`src/rtl/alu_vector.sv`:
```
// Vector ALU: one opcode applied across LANES lanes of WIDTH bits, registered result with per-lane flags.
// Latency: 1 cycle for single-cycle ops, WIDTH+1 cycles for divide (iterative restoring, all lanes in parallel).
// Backpressure: valid/ready on both sides; result held while out_ready is low, input stalls when the result slot is full or dividing.
module alu_vector #(
    parameter int WIDTH = 16,
    parameter int LANES = 4
) (
    input  logic                     clk,
    input  logic                     rst,
    input  logic                     in_valid,
    output logic                     in_ready,
    input  logic [LANES*WIDTH-1:0]   A,
    input  logic [LANES*WIDTH-1:0]   B,
    input  logic [2:0]               sel,
    input  logic [LANES-1:0]         mask,
    output logic [LANES*WIDTH-1:0]   C,
    output logic [LANES-1:0]         flagZ,
    output logic [LANES-1:0]         flagN,
    output logic [LANES-1:0]         flagDZ,
    output logic                     out_valid,
    input  logic                     out_ready
);

    localparam int               LW      = LANES * WIDTH;
    localparam int               CW      = (WIDTH > 1) ? $clog2(WIDTH) : 1;
    localparam logic [WIDTH-1:0] WIDTH_V = WIDTH'(WIDTH);
    localparam logic [2:0]       OP_ADD  = 3'b000;
    localparam logic [2:0]       OP_SUB  = 3'b001;
    localparam logic [2:0]       OP_MUL  = 3'b010;
    localparam logic [2:0]       OP_DIV  = 3'b011;
    localparam logic [2:0]       OP_SRA  = 3'b100;
    localparam logic [2:0]       OP_SRL  = 3'b101;
    localparam logic [2:0]       OP_SLL  = 3'b110;
    localparam logic [2:0]       OP_AND  = 3'b111;

    typedef enum logic {
        S_IDLE = 1'b0,
        S_DIV  = 1'b1
    } state_t;

    // Control and output registers
    state_t             state_q;
    logic [CW-1:0]      cnt_q;
    logic               out_valid_q;
    logic [LW-1:0]      c_q;
    logic [LANES-1:0]   z_q;
    logic [LANES-1:0]   n_q;
    logic [LANES-1:0]   dz_q;

    // Divider operand latches and working registers
    logic [LW-1:0]      a_q;
    logic [LW-1:0]      b_q;
    logic [LANES-1:0]   mask_q;
    logic [LW-1:0]      rem_q;
    logic [LW-1:0]      quo_q;

    // Combinational next values
    logic [LW-1:0]      rem_d;
    logic [LW-1:0]      quo_d;
    logic [WIDTH:0]     trial [LANES];
    logic [LANES-1:0]   ge;

    logic [LW-1:0]      alu_c;
    logic [LANES-1:0]   alu_n;
    logic [LW-1:0]      div_c;
    logic [LANES-1:0]   div_n;
    logic [LANES-1:0]   div_dz;

    logic [LW-1:0]      ld_c_d;
    logic [LANES-1:0]   ld_z_d;
    logic [LANES-1:0]   ld_n_d;
    logic [LANES-1:0]   ld_dz_d;

    logic               accept;

    // One lane of the single-cycle operations; the shift amount is the whole of b,
    // so amounts of WIDTH or more saturate instead of wrapping.
    function automatic logic [WIDTH-1:0] lane_op(
        input logic [WIDTH-1:0] a,
        input logic [WIDTH-1:0] b,
        input logic [2:0]       op
    );
        logic [WIDTH-1:0] res;
        logic             big;
        big = (b >= WIDTH_V);
        res = '0;
        case (op)
            OP_ADD: res = a + b;
            OP_SUB: res = a - b;
            OP_MUL: res = a * b;
            OP_SRA: begin
                if (big) res = {WIDTH{a[WIDTH-1]}};
                else     res = $signed(a) >>> b;
            end
            OP_SRL: begin
                if (big) res = '0;
                else     res = a >> b;
            end
            OP_SLL: begin
                if (big) res = '0;
                else     res = a << b;
            end
            OP_AND: res = a & b;
            default: res = '0;
        endcase
        return res;
    endfunction

    // Handshake: the result slot is free when empty or being drained this cycle.
    always_comb begin
        in_ready = (state_q == S_IDLE) && (!out_valid_q || out_ready);
        accept   = in_valid && in_ready;
    end

    // Single-cycle datapath on the live inputs; masked lanes pass A through.
    always_comb begin
        alu_c = '0;
        alu_n = '0;
        for (int i = 0; i < LANES; i++) begin
            alu_c[i*WIDTH +: WIDTH] = mask[i] ? lane_op(A[i*WIDTH +: WIDTH], B[i*WIDTH +: WIDTH], sel)
                                              : A[i*WIDTH +: WIDTH];
            alu_n[i] = A[i*WIDTH +: WIDTH] < B[i*WIDTH +: WIDTH];
        end
    end

    // One restoring-division step per lane: shift the next dividend bit into the
    // partial remainder and subtract the divisor when it fits.
    always_comb begin
        rem_d = rem_q;
        quo_d = quo_q;
        ge    = '0;
        trial = '{default: '0};
        for (int i = 0; i < LANES; i++) begin
            trial[i] = {rem_q[i*WIDTH +: WIDTH], quo_q[i*WIDTH + WIDTH - 1]};
            ge[i]    = trial[i] >= {1'b0, b_q[i*WIDTH +: WIDTH]};
            rem_d[i*WIDTH +: WIDTH] = ge[i] ? WIDTH'(trial[i] - {1'b0, b_q[i*WIDTH +: WIDTH]})
                                            : trial[i][WIDTH-1:0];
            quo_d[i*WIDTH +: WIDTH] = {quo_q[i*WIDTH +: WIDTH-1], ge[i]};
        end
    end

    // Divide result, taken from the final step; a zero divisor forces all ones.
    always_comb begin
        div_c  = '0;
        div_n  = '0;
        div_dz = '0;
        for (int i = 0; i < LANES; i++) begin
            div_dz[i] = mask_q[i] && (b_q[i*WIDTH +: WIDTH] == '0);
            if (!mask_q[i])
                div_c[i*WIDTH +: WIDTH] = a_q[i*WIDTH +: WIDTH];
            else if (b_q[i*WIDTH +: WIDTH] == '0)
                div_c[i*WIDTH +: WIDTH] = '1;
            else
                div_c[i*WIDTH +: WIDTH] = quo_d[i*WIDTH +: WIDTH];
            div_n[i] = a_q[i*WIDTH +: WIDTH] < b_q[i*WIDTH +: WIDTH];
        end
    end

    // Select which datapath feeds the output registers and derive the zero flags.
    always_comb begin
        ld_c_d  = (state_q == S_DIV) ? div_c  : alu_c;
        ld_n_d  = (state_q == S_DIV) ? div_n  : alu_n;
        ld_dz_d = (state_q == S_DIV) ? div_dz : '0;
        ld_z_d  = '0;
        for (int i = 0; i < LANES; i++) begin
            ld_z_d[i] = (ld_c_d[i*WIDTH +: WIDTH] == '0);
        end
    end

    // Control FSM, divider iteration and registered outputs.
    always_ff @(posedge clk) begin
        if (rst) begin
            state_q     <= S_IDLE;
            cnt_q       <= '0;
            out_valid_q <= 1'b0;
            c_q         <= '0;
            z_q         <= '0;
            n_q         <= '0;
            dz_q        <= '0;
            a_q         <= '0;
            b_q         <= '0;
            mask_q      <= '0;
            rem_q       <= '0;
            quo_q       <= '0;
        end else begin
            if (out_valid_q && out_ready) begin
                out_valid_q <= 1'b0;
            end
            case (state_q)
                S_IDLE: begin
                    if (accept) begin
                        if (sel == OP_DIV) begin
                            a_q     <= A;
                            b_q     <= B;
                            mask_q  <= mask;
                            rem_q   <= '0;
                            quo_q   <= A;
                            cnt_q   <= CW'(WIDTH - 1);
                            state_q <= S_DIV;
                        end else begin
                            c_q         <= ld_c_d;
                            z_q         <= ld_z_d;
                            n_q         <= ld_n_d;
                            dz_q        <= ld_dz_d;
                            out_valid_q <= 1'b1;
                        end
                    end
                end
                S_DIV: begin
                    if (cnt_q != '0) begin
                        rem_q <= rem_d;
                        quo_q <= quo_d;
                        cnt_q <= cnt_q - CW'(1);
                    end else if (!out_valid_q || out_ready) begin
                        // Last quotient bit is folded into the load; the working
                        // registers are left untouched while waiting so it can be recomputed.
                        c_q         <= ld_c_d;
                        z_q         <= ld_z_d;
                        n_q         <= ld_n_d;
                        dz_q        <= ld_dz_d;
                        out_valid_q <= 1'b1;
                        state_q     <= S_IDLE;
                    end
                end
                default: state_q <= S_IDLE;
            endcase
        end
    end

    assign C         = c_q;
    assign flagZ     = z_q;
    assign flagN     = n_q;
    assign flagDZ    = dz_q;
    assign out_valid = out_valid_q;

endmodule

```
`config.mk`:
```
export PLATFORM = sky130hd
export DESIGN_NAME = alu_vector
export DESIGN_NICKNAME = d
export VERILOG_FILES = /design/src/rtl/alu_vector.sv
export SDC_FILE = /design/constraint.sdc
export NUM_CORES = 2
export LEC_CHECK = 0
export CAP_MARGIN = 10
export CORE_AREA = 3 3 263 330
export DETAILED_ROUTE_END_ITERATION = 16
export DIE_AREA = 0 0 266 333
export PLACE_DENSITY = 0.79
export SYNTH_ARGS = -nofsm -noshare
export SYNTH_HDL_FRONTEND = slang
export SYNTH_SLANG_ARGS = --single-unit
```
`constraint.sdc`:
```
create_clock -name clk -period 11.7 [get_ports clk]
set_input_delay 2.925 -clock clk [delete_from_list [all_inputs] [get_ports clk]]
set_output_delay 2.925 -clock clk [all_outputs]
set_load 0.01 [all_outputs]
```
==> run summary <==
DRT iter0 DRCs - 7429
Netlist cell types - 95
min-delay src - C[1]
Crit Path Category - in -> reg
largest net degree at the start of global routing - 101
asr flop ratio synth - 0%
CP Max Fanout - 14
drt wl/cell - 27.7 um
vias in the first global route - 52200
core box area - 84000 sq um
Finished Layout Cells - 7824
kind of start point of the critical path - input port
share of layout cells above drive strength 1 - 6.18%
final wirelength - 217000 um
Final Hold Viols - 0
minimum clock period - 10.03 ns
Final Setup Violations - 0
Leakage - 23.1 nW
hold bufs inserted after CTS - 0
r2r endpoint - flagZ[3]
status - finished, final reports clean
period utilisation layout - 85.8%
Fill cells - 7404
Setup WS pre-CTS - 1.30 ns
Clock Pin Slew Worst Setup and Hold Paths - 0.06 ns
setup repair bufs after CTS - 0
initial antenna violation count - 14
EDFF count, synth - 0
hold_ws - 0.458 ns
HPWL after DPL - 159000 um
RSZ-0062 raised after global routing - no
hold crit path type - reg -> reg
I/O Pins - 217
setup TNS - 0 ns
die height - 333 um
cells on worst reg2reg path - 12
Root Driver - clkbuf_16
top cells by area, synth - dfxtp_1 (14%), fa_1 (13%), ha_1 (11%)
Area after DPL - 52900 sq um
worst r2r src - state_q
post-CTS sizing - 0
placed cells - 7740
Die Area - 88600 sq um
MaxCap Viol Count - 0
Post-Layout Inst Area - 54300 sq um
row cnt - 119
first-pass GRT wire length - 322000 um
Power Total - 8.16 mW
H-tree depth reported by CTS - 2
Port-buffer cells - 216
most common cell in the netlist - nand2_1
most frequent cells after synthesis - nand2_1 (998), inv_1 (682), nor2_1 (554), a21oi_1 (530), ha_1 (458)
Slew Limit Fails - 0
final clock skew - 0.0399 ns
Synth area leader - dfxtp_1
gr usage total - 47.4%
Layout area overhead - 8.35%
FF+latch count, synth - 342
Final GP Congestion - 1.06
Power Density - 150 nW/um^2
Data arrival, critical path - 10.55 ns
Initial Utilization - 59.7%
Synth Instances - 6765
Rel. slew slack - 14.5%
post-synth top area share - 13.7%
routed vias/inst - 6.85
Worst Hold Depth - 2
FF-to-FF setup slack - 7.01 ns
global route overflow - 0
Clk Latency, worst-skew pair - 0.60 ns
Setup WS post-layout - 1.67 ns
CTS Sinks - 342
commonest register cell after synthesis - dfxtp_1
cts bufs inserted - 41
TritonCTS clock tree - built
detailed-route via count - 53600
NumNets Final - 7620
VDD IR max - 178 uV
Mapped Avg Cell Area - 7.41 sq um
Clock Tree Buf Depth - 3
Post-DRT Antenna Nets - 0
Ys Warns - 0
Synth Net Count - 7690
Max Clk Rate - 0.0997 GHz
post-synthesis sequential area ratio - 13.7%
Req. time, crit path - 12.21 ns
worst slew pin tran - 1.27 ns
Core Util, Final - 64.6%
1st-pass router iterations - 9
Setup crit end kind - flop
DRC viols - 0
die width - 266 um
Hold Path End - C[1]
post-synthesis cell area - 50100 sq um
==> cell type report <==
| type | count | area [sq um] | share of cell area, % |
|---|---|---|---|
| well taps | 1089 | 1360 | 2.51 |
| diodes | 7 | 17.5 | 0.0323 |
| flip-flops and latches | 342 | 6850 | 12.6 |
| inverters | 691 | 2590 | 4.78 |
| repair buffers | 370 | 3260 | 6.01 |
| clock buffers | 53 | 1120 | 2.07 |
| clock inverters | 23 | 249 | 0.459 |
| multi-input cells | 5249 | 38800 | 71.5 |
==> report_power, final <==
group / switching (mW) / internal, mW / leakage (nW)
sequential: 0.0385 / 1.21 / 2.77
clock: 0.583 / 0.755 / 0.675
combinational: 3.36 / 2.21 / 19.7
total: 3.98 / 4.17 / 23.1
==> metal layers <==
metal  global-route usage [%]  up-vias  share of wire (%)
met5                        0        -              0.019
met4                     33.5        6                8.7
met3                     10.7     1098                 12
met2                     74.5     4028                 44
met1                     57.5    25300                 35
li1                         -    23100                  -
==> cell families (layout without fill, tap and decap cells) <==
family                   Yosys count  count (layout)  synth area share (%)
multiplexers                     222             222                  5.87
flip-flops                       342             342                  13.7
AND/OR/NAND/NOR                 2343            2343                  21.3
XOR/XNOR                         251             251                  4.42
adder cells (fa/ha/maj)          786             786                  24.5
other                              0               7                     0
AO/OA/AOI/OAI                   1647            1647                  21.2
buffers and inverters           1174            1137                  8.99
==> sequential cells by signal (all words and copies together), names as in the netlist <==
register,count
quo_q,64
out_valid,1
flagDZ,4
cnt_q,4
flagZ,4
b_q,64
flagN,4
C,64
state_q,1
mask_q,4
rem_q,64
a_q,64
==> critical path, stage by stage <==
cell and delay (ns):
clkdlybuf4s50_1 0.87, ha_1 0.60, fa_1 0.60, inv_1 0.06, fa_1 0.48, inv_1 0.04
ha_1 0.18, fa_1 0.46, fa_1 0.54, inv_1 0.05, fa_1 0.47, inv_1 0.05
ha_1 0.22, or4_1 0.54, o22a_1 0.21, a31oi_1 0.34, o21ai_0 0.18, xnor2_1 0.22
a221oi_1 0.10, o221a_2 0.18, a21oi_1 0.91, nand2_1 0.14, a21oi_1 0.17
==> worst max path at each step <==
| stage | slack [ns] | endpoint | start | depth (start not counted) |
|---|---|---|---|---|
| global placement | 1.55 | flagZ[1] | A[21] | 22 |
| global route | 1.56 | C[15] | B[4] | 23 |
| detailed placement | 1.30 | flagZ[1] | A[21] | 22 |
| finish | 1.67 | C[15] | B[4] | 23 |
| CTS | 1.95 | flagZ[1] | A[19] | 23 |
| floorplan | 1.99 | flagZ[1] | B[19] | 25 |
==> placed cells by master (no fill, tap or decap), types with 127 or more instances in the layout <==
| cell | synthesis | layout |
|---|---|---|
| o21ai_0 | 284 | 282 |
| a31oi_1 | 128 | 128 |
| buf_4 | 7 | 154 |
| mux2i_1 | 127 | 127 |
| nand2_1 | 998 | 997 |
| nor3_1 | 136 | 134 |
| ha_1 | 458 | 458 |
| clkdlybuf4s50_1 | 0 | 202 |
| fa_1 | 328 | 328 |
| dfxtp_1 | 342 | 341 |
| xnor2_1 | 182 | 182 |
| a21oi_1 | 530 | 528 |
| and2_1 | 175 | 175 |
| nor2_1 | 554 | 550 |
| inv_1 | 682 | 682 |
Power figures use the tool's default switching activity.
